**src/rtl/domain_control_pkg.sv**
```systemverilog
// domain_control_pkg: shared state encoding and default parameters for the domain bring-up controller
package domain_control_pkg;

  typedef enum logic [1:0] {
    ST_RESET     = 2'd0,
    ST_WAIT_LOCK = 2'd1,
    ST_INIT      = 2'd2,
    ST_RUN       = 2'd3
  } state_t;

  localparam int DEF_RST_SYNC_STAGES    = 2;
  localparam int DEF_LOCK_SYNC_STAGES   = 2;
  localparam int DEF_LOCK_STABLE_CYCLES = 8;

endpackage

```
**src/rtl/domain_control_unit_bit_sync_chain.sv**
```systemverilog
// bit_sync_chain: single-bit multi-flop synchronizer with asynchronous active-low clear
module bit_sync_chain #(
  parameter int STAGES = 2
) (
  input  logic i_clk,
  input  logic i_rst_n,
  input  logic i_d,
  output logic o_q
);

  logic [STAGES-1:0] r_sync;

  // shift the input through the chain; clear asynchronously so the output starts low
  always_ff @(posedge i_clk or negedge i_rst_n) begin
    if (!i_rst_n) r_sync <= '0;
    else          r_sync <= {r_sync[STAGES-2:0], i_d};
  end

  assign o_q = r_sync[STAGES-1];

endmodule

```
**src/rtl/domain_control_unit.sv**
```systemverilog
// domain_control_unit: qualifies async reset and clock lock, drives sync_rst/clk_en/init for one domain.
// Define DOMAIN_CONTROL_LOCK_LOSS_RESET_EN to drop back to WAIT_LOCK on lock loss after release;
// otherwise lock is qualified once per async reset and ignored afterwards.
module domain_control_unit
  import domain_control_pkg::*;
#(
  parameter int RST_SYNC_STAGES    = DEF_RST_SYNC_STAGES,
  parameter int LOCK_SYNC_STAGES   = DEF_LOCK_SYNC_STAGES,
  parameter int LOCK_STABLE_CYCLES = DEF_LOCK_STABLE_CYCLES
) (
  input  logic clk,
  input  logic async_rst,
  input  logic clk_lock,
  output logic clk_en,
  output logic sync_rst,
  output logic init
);

  localparam int CW = $clog2(LOCK_STABLE_CYCLES + 1);
  localparam logic [CW-1:0] STABLE_MAX = CW'(LOCK_STABLE_CYCLES);

  logic          w_rst_ok;
  logic          w_lock_s;
  logic          w_lock_lost;
  state_t        r_state;
  logic [CW-1:0] r_cnt;
  logic          r_clk_en;
  logic          r_sync_rst;
  logic          r_init;

  bit_sync_chain #(.STAGES(RST_SYNC_STAGES)) u_rst_sync (
    .i_clk   (clk),
    .i_rst_n (async_rst),
    .i_d     (1'b1),
    .o_q     (w_rst_ok)
  );

  bit_sync_chain #(.STAGES(LOCK_SYNC_STAGES)) u_lock_sync (
    .i_clk   (clk),
    .i_rst_n (async_rst),
    .i_d     (clk_lock),
    .o_q     (w_lock_s)
  );

`ifdef DOMAIN_CONTROL_LOCK_LOSS_RESET_EN
  assign w_lock_lost = ~w_lock_s;
`else
  assign w_lock_lost = 1'b0;
`endif

  // bring-up FSM with stable-lock counter; outputs registered alongside each transition.
  // The lock sample taken on the RESET->WAIT_LOCK edge already counts toward stability,
  // and release happens on the edge after the count has reached LOCK_STABLE_CYCLES.
  always_ff @(posedge clk or negedge async_rst) begin
    if (!async_rst) begin
      r_state    <= ST_RESET;
      r_cnt      <= '0;
      r_clk_en   <= 1'b0;
      r_sync_rst <= 1'b1;
      r_init     <= 1'b0;
    end else begin
      case (r_state)
        ST_RESET: begin
          if (w_rst_ok) begin
            r_state <= ST_WAIT_LOCK;
            r_cnt   <= CW'(w_lock_s);
          end
        end
        ST_WAIT_LOCK: begin
          if (!w_lock_s) begin
            r_cnt <= '0;
          end else if (r_cnt == STABLE_MAX) begin
            r_state    <= ST_INIT;
            r_cnt      <= '0;
            r_sync_rst <= 1'b0;
            r_init     <= 1'b1;
          end else begin
            r_cnt <= r_cnt + CW'(1);
          end
        end
        ST_INIT: begin
          r_init <= 1'b0;
          if (w_lock_lost) begin
            r_state    <= ST_WAIT_LOCK;
            r_sync_rst <= 1'b1;
          end else begin
            r_state  <= ST_RUN;
            r_clk_en <= 1'b1;
          end
        end
        default: begin
          if (w_lock_lost) begin
            r_state    <= ST_WAIT_LOCK;
            r_sync_rst <= 1'b1;
            r_clk_en   <= 1'b0;
          end
        end
      endcase
    end
  end

  assign clk_en   = r_clk_en;
  assign sync_rst = r_sync_rst;
  assign init     = r_init;

endmodule

```
**config.mk**
```make
export PLATFORM = sky130hd
export DESIGN_NAME = domain_control_unit
export DESIGN_NICKNAME = d
export VERILOG_FILES = /design/src/rtl/domain_control_pkg.sv /design/src/rtl/domain_control_unit_bit_sync_chain.sv /design/src/rtl/domain_control_unit.sv
export SDC_FILE = /design/constraint.sdc
export NUM_CORES = 1
export LEC_CHECK = 0
export ABC_AREA = 1
export BUFFER_PORTS_ARGS = -buffer_cell sky130_fd_sc_hd__buf_2
export CAP_MARGIN = 5
export CORE_MARGIN = 5
export CORE_UTILIZATION = 50
export DETAILED_ROUTE_END_ITERATION = 6
export PLACE_DENSITY = 0.69
export SYNTH_ARGS = -nofsm -noshare
export SYNTH_HDL_FRONTEND = slang
export SYNTH_HIERARCHICAL = 1
export SYNTH_SLANG_ARGS = --single-unit
```
**constraint.sdc**
```tcl
create_clock -name clk -period 1.6 [get_ports clk]
set_clock_uncertainty 0.1 [all_clocks]
set_input_delay 0.32 -clock clk [delete_from_list [all_inputs] [get_ports clk]]
set_output_delay 0.32 -clock clk [all_outputs]
set_load 0.02 [all_outputs]
```
==> impl_metrics.env, run 1 <==
export IMPL_outcome="completed"
export IMPL_core_area_um2=1280
export IMPL_synth_area_top_cells="dfrtp_1 44%, ha_1 13%, nand2_1 12%"
export IMPL_finalHoldViolations=0
export IMPL_drt_vias_per_instance=4.87
export IMPL_cts_tree="done"
export IMPL_synthTopCellsByCount="21 x nand2_1, 12 x dfrtp_1, 12 x inv_1"
export IMPL_drc=0
export IMPL_layout_area_seq_um2=327
export IMPL_wl_mm=1.04
export IMPL_antenna_found_initial=0
export IMPL_netlist_area_um2=677
export IMPL_gr_total_overflow=0
export IMPL_filler_cell_count=121
export IMPL_clockRootBuffer="clkbuf_4"
export IMPL_start_util_pct=52.7
export IMPL_io_buffers=5
export IMPL_gp_congestion=0.766
export IMPL_synthCells=77
export IMPL_drt_iter0_drc=10
export IMPL_ys_ff_latch=13
export IMPL_fin_util_pct=59.3
export IMPL_synth_flop_cell="dfrtp_1"
export IMPL_synth_edf_count=0
export IMPL_synth_distinct_cells=17
export IMPL_cap_violations=0
export IMPL_die_h_um=46.8
export IMPL_finalSetupTns_ns=0
export IMPL_hold_start="clk_lock"
export IMPL_ios=6
export IMPL_firstDrtPassIters=4
export IMPL_wire_per_inst_um=10.1
export IMPL_rsz0062_at_grt="no"
export IMPL_synth_most_common_cell="nand2_1"
export IMPL_ys_seq_area_share_pct=48.2
export IMPL_grt_max_degree=14
export IMPL_clk_pin_slew_ns=0.08
export IMPL_track_usage_pct=12.0
export IMPL_ir_worst_vdd_mv=0.758
export IMPL_r2r_setup_slack_ns=0.16
export IMPL_yosysWarningCount=6
export IMPL_die_w_um=46.8
export IMPL_worstSetupEndpointType="flop"
export IMPL_timing_final_crit_share_pct=89.8
export IMPL_synth_top_area_share_pct=44.4
export IMPL_synth_async_reset_ratio_pct=100
export IMPL_nets=98
export IMPL_insertedDiodeCount=0
export IMPL_grt_pass1_wl_mm=1.81
export IMPL_required_ns=1.66
export IMPL_syn_num_nets=87
export IMPL_fmax_ghz=0.696
export IMPL_numCtsBuffers=3
export IMPL_dp_hpwl_um=818
export IMPL_via_count=497
export IMPL_clock_sinks=13
export IMPL_grt_pass1_vias=434
export IMPL_start_kind="flop"
export IMPL_r2r_start="r_state[0]$_DFFE_PN0P_"
export IMPL_fin_crit_ns=1.44
export IMPL_min_to="u_lock_sync/r_sync[0]$_DFF_PN0_"
export IMPL_yosysTopAreaCell="dfrtp_1"
export IMPL_rows=13
export IMPL_multi_input_area_um2=310
export IMPL_die_area_um2=2190
export IMPL_ant_nets=0
export IMPL_r2r_end="r_state[0]$_DFFE_PN0P_"
export IMPL_syn_to_final_growth_pct=12.6
export IMPL_layout_drive_gt1_share_pct=19.5
export IMPL_p_per_area_nw_per_um2=1520
export IMPL_finalMaxSlewViolations=0
export IMPL_criticalPathCategory="reg2reg"
export IMPL_clock_latency_ns=0.26
export IMPL_finalSetupViolCount=0
export IMPL_postCtsSetupBuffers=0
export IMPL_cp_max_fo=5
export IMPL_min_delay_path_depth=1
export IMPL_cp_arrival_ns=1.50
export IMPL_clock_path_buffers=2
export IMPL_htree_levels=1
export IMPL_leakage_nw=0.402
export IMPL_r2r_cells=8
export IMPL_min_path_type="in2reg"
export IMPL_avgSynthCellArea_um2=8.79
## layer usage
| layer | up-vias | wire length (um) | track usage (%) |
|---|---|---|---|
| met5 | - | 0 | 0 |
| met4 | 0 | 0 | 4.97 |
| met3 | 0 | 52 | 3.45 |
| met2 | 10 | 466 | 15.7 |
| met1 | 232 | 515 | 18.2 |
| li1 | 255 | - | - |
## state kept, by name, indices dropped and copies added, names as in the netlist
register            flops
sync_rst                1
clk_en                  1
r_state                 2
u_lock_sync/r_sync      2
r_cnt                   4
u_rst_sync/r_sync       2
init                    1
## worst max path at each step
stage,depth (start not counted),to,startpoint
after floorplan,8,r_state[0]$_DFFE_PN0P_,r_state[1]$_DFFE_PN0P_
after global placement,8,r_state[1]$_DFFE_PN0P_,r_state[1]$_DFFE_PN0P_
after detailed placement,8,r_state[1]$_DFFE_PN0P_,r_state[1]$_DFFE_PN0P_
after CTS,8,r_state[1]$_DFFE_PN0P_,r_state[1]$_DFFE_PN0P_
after global routing,8,r_state[1]$_DFFE_PN0P_,r_state[0]$_DFFE_PN0P_
final,8,r_state[0]$_DFFE_PN0P_,r_state[0]$_DFFE_PN0P_
## area by class of cell
cell class | count | area share [%]
Sequential cell | 13 | 42.9
Multi-Input combinational cell | 52 | 40.7
Inverter | 12 | 5.91
Timing Repair Buffer | 6 | 4.60
Clock buffer | 4 | 3.45
Tap cell | 15 | 2.46
## worst max-delay path, stage by stage, from the launching register on
cell and delay [ns]:
dfrtp_1 0.43, inv_1 0.08, ha_1 0.23, nand2_1 0.10
nand2_1 0.06, nor2_2 0.13, nand2_1 0.09, nand2_1 0.07
nand2_1 0.04
## cell families (layout without fill, tap and decap cells)
family,after synthesis,count (layout),share of synthesized area [%]
simple gates,41,41,28.7
flops,13,13,48.2
buf+inv,12,22,6.65
fa+ha+maj,7,7,12.9
compound gates,3,3,2.96
other cells,1,1,0.554
## power by group
part           switching [mW]  total, mW  internal (mW)
logic                   0.328      0.516          0.189
clock network          0.0977      0.194         0.0962
registers              0.0593      0.451          0.392
total                   0.485       1.16          0.677
## metrics by stage
step / worst slack [ns] / power [mW] / cells / instance area (um2) / hold WS (ns)
2_1_floorplan: 0.247 / 0.853 / 77 / 677 / -0.0756
3_3_place_gp: 0.103 / 0.945 / 97 / 721 / 0.116
3_5_place_dp: 0.0736 / 0.957 / 97 / 721 / 0.118
4_1_cts: 0.0587 / 1.16 / 102 / 757 / 0.0518
5_1_grt: 0.0244 / 1.27 / 102 / 762 / 0.0381
6_report: 0.163 / 1.16 / 102 / 762 / 0.0598
## timing repair
action                                  4_1_cts  5_1_grt
gates resized for setup                       0        2
hold endpoints to repair                     12        0
hold buffers                                  1        0
endpoints found under the setup margin        0        2
## cells in the final DEF (no fill, tap or decap)
| master | count |
|---|---|
| buf_2 | 5 |
| inv_1 | 12 |
| nand2_4 | 1 |
| nand4_1 | 1 |
| o21a_1 | 1 |
| or2_2 | 1 |
| nor2_2 | 3 |
| o21ai_0 | 1 |
| dfstp_2 | 1 |
| o21bai_1 | 1 |
| ha_1 | 6 |
| nor2_1 | 2 |
| nand2_1 | 21 |
| dlygate4sd3_1 | 1 |
| dfrtp_1 | 12 |
| ha_2 | 1 |
| conb_1 | 1 |
| nand2_2 | 2 |
| clkbuf_4 | 3 |
| nand3b_1 | 2 |
| nand3_1 | 8 |
| clkbuf_1 | 1 |
Power figures use the tool's default switching activity.
==> run 2, diff against run 1 <==
--- a/config.mk
+++ b/config.mk
@@ -5,7 +5,6 @@
 export SDC_FILE = /design/constraint.sdc
 export NUM_CORES = 1
 export LEC_CHECK = 0
-export ABC_AREA = 1
 export BUFFER_PORTS_ARGS = -buffer_cell sky130_fd_sc_hd__buf_2
 export CAP_MARGIN = 5
 export CORE_MARGIN = 5
==> run 2 against run 1 <==
Global-route usage grew 1.9 points. Routed wire length grew 8.6%. Die area shrank 2.9%. Area after synthesis shrank 3.7%. First-iteration DRC count shrank 40%. Via count shrank 8.5%. Final cell count shrank 13%. Synthesized cell count shrank 30%. Clock power is essentially flat. Hold slack lost 0.0092 ns. Sequential share of layout area shrank 4.9 points.
==> impl_metrics.env, run 2 <==
export IMPL_outcome="completed"
export IMPL_gr_total_overflow=0
export IMPL_ant_nets=0
export IMPL_firstDrtPassIters=3
export IMPL_design_power_total_mw=1.44
export IMPL_drc=0
export IMPL_cp_arrival_ns=1.65
export IMPL_synth_most_common_cell="dfrtp_1"
export IMPL_cap_violations=0
export IMPL_layout_setup_ws_ns=0.00352
export IMPL_die_h_um=46.1
export IMPL_synth_simple_area_share_pct=12.5
export IMPL_start_kind="flop"
export IMPL_synth_top_area_share_pct=46.1
export IMPL_holdWs_ns=0.0505
export IMPL_clock_path_buffers=2
export IMPL_wire_per_inst_um=12.6
export IMPL_synthTopCellsByCount="12 x dfrtp_1, 7 x ha_1, 5 x inv_1"
export IMPL_finalSetupViolCount=0
export IMPL_top_register="r_cnt"
export IMPL_ir_worst_vdd_mv=1.01
export IMPL_dpl_worst_slack_ns=-0.0445
export IMPL_synth_xor_area_share_pct=0
export IMPL_drt_vias_per_instance=5.11
export IMPL_synthCells=54
export IMPL_fin_util_pct=68.0
export IMPL_placed_cell_area_um2=763
export IMPL_htree_levels=1
export IMPL_start_util_pct=51.4
export IMPL_worstSetupEndpointType="flop"
export IMPL_ios=6
export IMPL_min_path_type="in2reg"
export IMPL_synth_area_top_cells="dfrtp_1 46%, ha_1 13%, dfstp_2 4.0%"
export IMPL_cts_tree="done"
export IMPL_die_w_um=46.1
export IMPL_nets=85
export IMPL_worst_path_buf_inv=1
export IMPL_clock_sinks=13
export IMPL_grt_pass1_vias=472
export IMPL_largest_register_ffs=4
export IMPL_syn_num_nets=64
export IMPL_synth_top_family_by_area="adder cells"
export IMPL_p_per_area_nw_per_um2=1660
export IMPL_yosys_area_share_adder_pct=13.4
export IMPL_fin_cells=89
export IMPL_via_count=455
export IMPL_grt_max_degree=14
export IMPL_fin_crit_ns=1.60
export IMPL_insertedDiodeCount=0
export IMPL_antenna_found_initial=0
export IMPL_gp_congestion=0.758
export IMPL_fmax_ghz=0.626
export IMPL_synth_async_reset_ratio_pct=100
export IMPL_final_area_um2=863
export IMPL_timing_final_crit_share_pct=99.8
export IMPL_synth_flop_cell="dfrtp_1"
export IMPL_ys_ff_latch=13
export IMPL_synth_distinct_cells=26
export IMPL_finalMaxSlewViolations=0
export IMPL_ys_seq_area_share_pct=50.1
export IMPL_yosysTopAreaCell="dfrtp_1"
export IMPL_yosysWarningCount=6
export IMPL_layout_drive_gt1_share_pct=45.9
export IMPL_rows=13
export IMPL_track_usage_pct=13.9
export IMPL_final_common_cell="dfrtp_1"
export IMPL_max_stage_delay_ns=0.39
export IMPL_core_area_um2=1270
export IMPL_finalSetupTns_ns=0
export IMPL_wl_mm=1.12
export IMPL_io_buffers=5
export IMPL_finalHoldViolations=0
export IMPL_crit_chain="inv_2 > ha_4 > nand4b_1 > a221oi_2 > mux2_1"
export IMPL_dp_cells=82
export IMPL_leakage_nw=0.404
export IMPL_die_area_um2=2130
export IMPL_synth_edf_count=0
export IMPL_grt_pass1_wl_mm=2.04
export IMPL_drt_iter0_drc=6
export IMPL_avgSynthCellArea_um2=12.1
export IMPL_synth_compound_area_share_pct=11.7
export IMPL_clockRootBuffer="clkbuf_4"
export IMPL_final_cell_mix="11 x dfrtp_1, 9 x buf_4, 5 x buf_2"
export IMPL_clock_latency_ns=0.27
export IMPL_muxShareOfSynthArea_pct=7.10
export IMPL_criticalPathCategory="reg2reg"
export IMPL_numCtsBuffers=3
export IMPL_crit_slowest_cell="dfrtp_1"
export IMPL_dp_hpwl_um=847
export IMPL_rsz0062_at_grt="yes"
export IMPL_filler_cell_count=92
export IMPL_cp_max_fo=3
export IMPL_netlist_area_um2=652
export IMPL_required_ns=1.65
export IMPL_syn_to_final_growth_pct=32.4
export IMPL_cp_top_family="flip-flops"
export IMPL_clk_pin_slew_ns=0.08
## run 2: cells by family after synthesis
group                    Yosys count
other                              1
adder cells (fa/ha/maj)            7
AO/OA/AOI/OAI                     10
buffers and inverters              6
AND/OR/NAND/NOR                   13
multiplexers                       4
flip-flops                        13
## run 2: layout make-up
| cell class | instances | area, um2 | area share, % |
|---|---|---|---|
| clock inverter | 1 | 5.00 | 0.580 |
| clock buffer | 3 | 22.5 | 2.61 |
| timing repair buffer | 17 | 125 | 14.5 |
| inverter | 5 | 18.8 | 2.17 |
| tap | 15 | 18.8 | 2.17 |
| sequential | 13 | 328 | 38.0 |
| multi-input combinational | 35 | 345 | 40.0 |
## run 2: where the power goes
group          total, mW  internal, mW  switching, mW
sequential         0.443         0.393         0.0497
combinational      0.801         0.450          0.352
clock              0.192        0.0924         0.0997
total               1.44         0.935          0.501
## run 2: worst paths after layout
kind	depth (start not counted)	to	start	slack [ns]
max in group asynchronous	2	sync_rst$_DFFE_PN1P_	async_rst	0.79
worst min register to register	0	u_rst_sync/r_sync[1]$_DFF_PN0_	u_rst_sync/r_sync[0]$_DFF_PN0_	0.26
worst max register to register	5	r_state[1]$_DFFE_PN0P_	r_cnt[0]$_DFFE_PN0P_	0.004
worst max-delay path	5	r_state[1]$_DFFE_PN0P_	r_cnt[0]$_DFFE_PN0P_	0.004
min in group asynchronous	2	u_lock_sync/r_sync[0]$_DFF_PN0_	async_rst	0.35
worst min-delay path	1	u_lock_sync/r_sync[0]$_DFF_PN0_	clk_lock	0.05
## run 2: routing by layer
metal | wire, um | track usage, %
met5 | 0 | 0
met1 | 551 | 19.6
met2 | 531 | 19.5
met4 | 9 | 6.82
met3 | 32 | 3.52
## run 2: timing repair
| action | CTS | global route |
|---|---|---|
| pin swaps | 2 | 4 |
| buffers inserted | 1 | 1 |
| hold endpoints to repair | 12 | 0 |
| endpoints found under the setup margin | 4 | 5 |
| hold buffers | 1 | 0 |
| gates resized for setup | 2 | 12 |
## run 2: worst reg2reg max path: cells and delay by family (launching register included)
family	cells	cell delay [ns]
buffers and inverters	1	0.09
adder cells (fa/ha/maj)	1	0.14
AND/OR/NAND/NOR	1	0.13
AO/OA/AOI/OAI	1	0.29
multiplexers	1	0.35
flip-flops	1	0.39
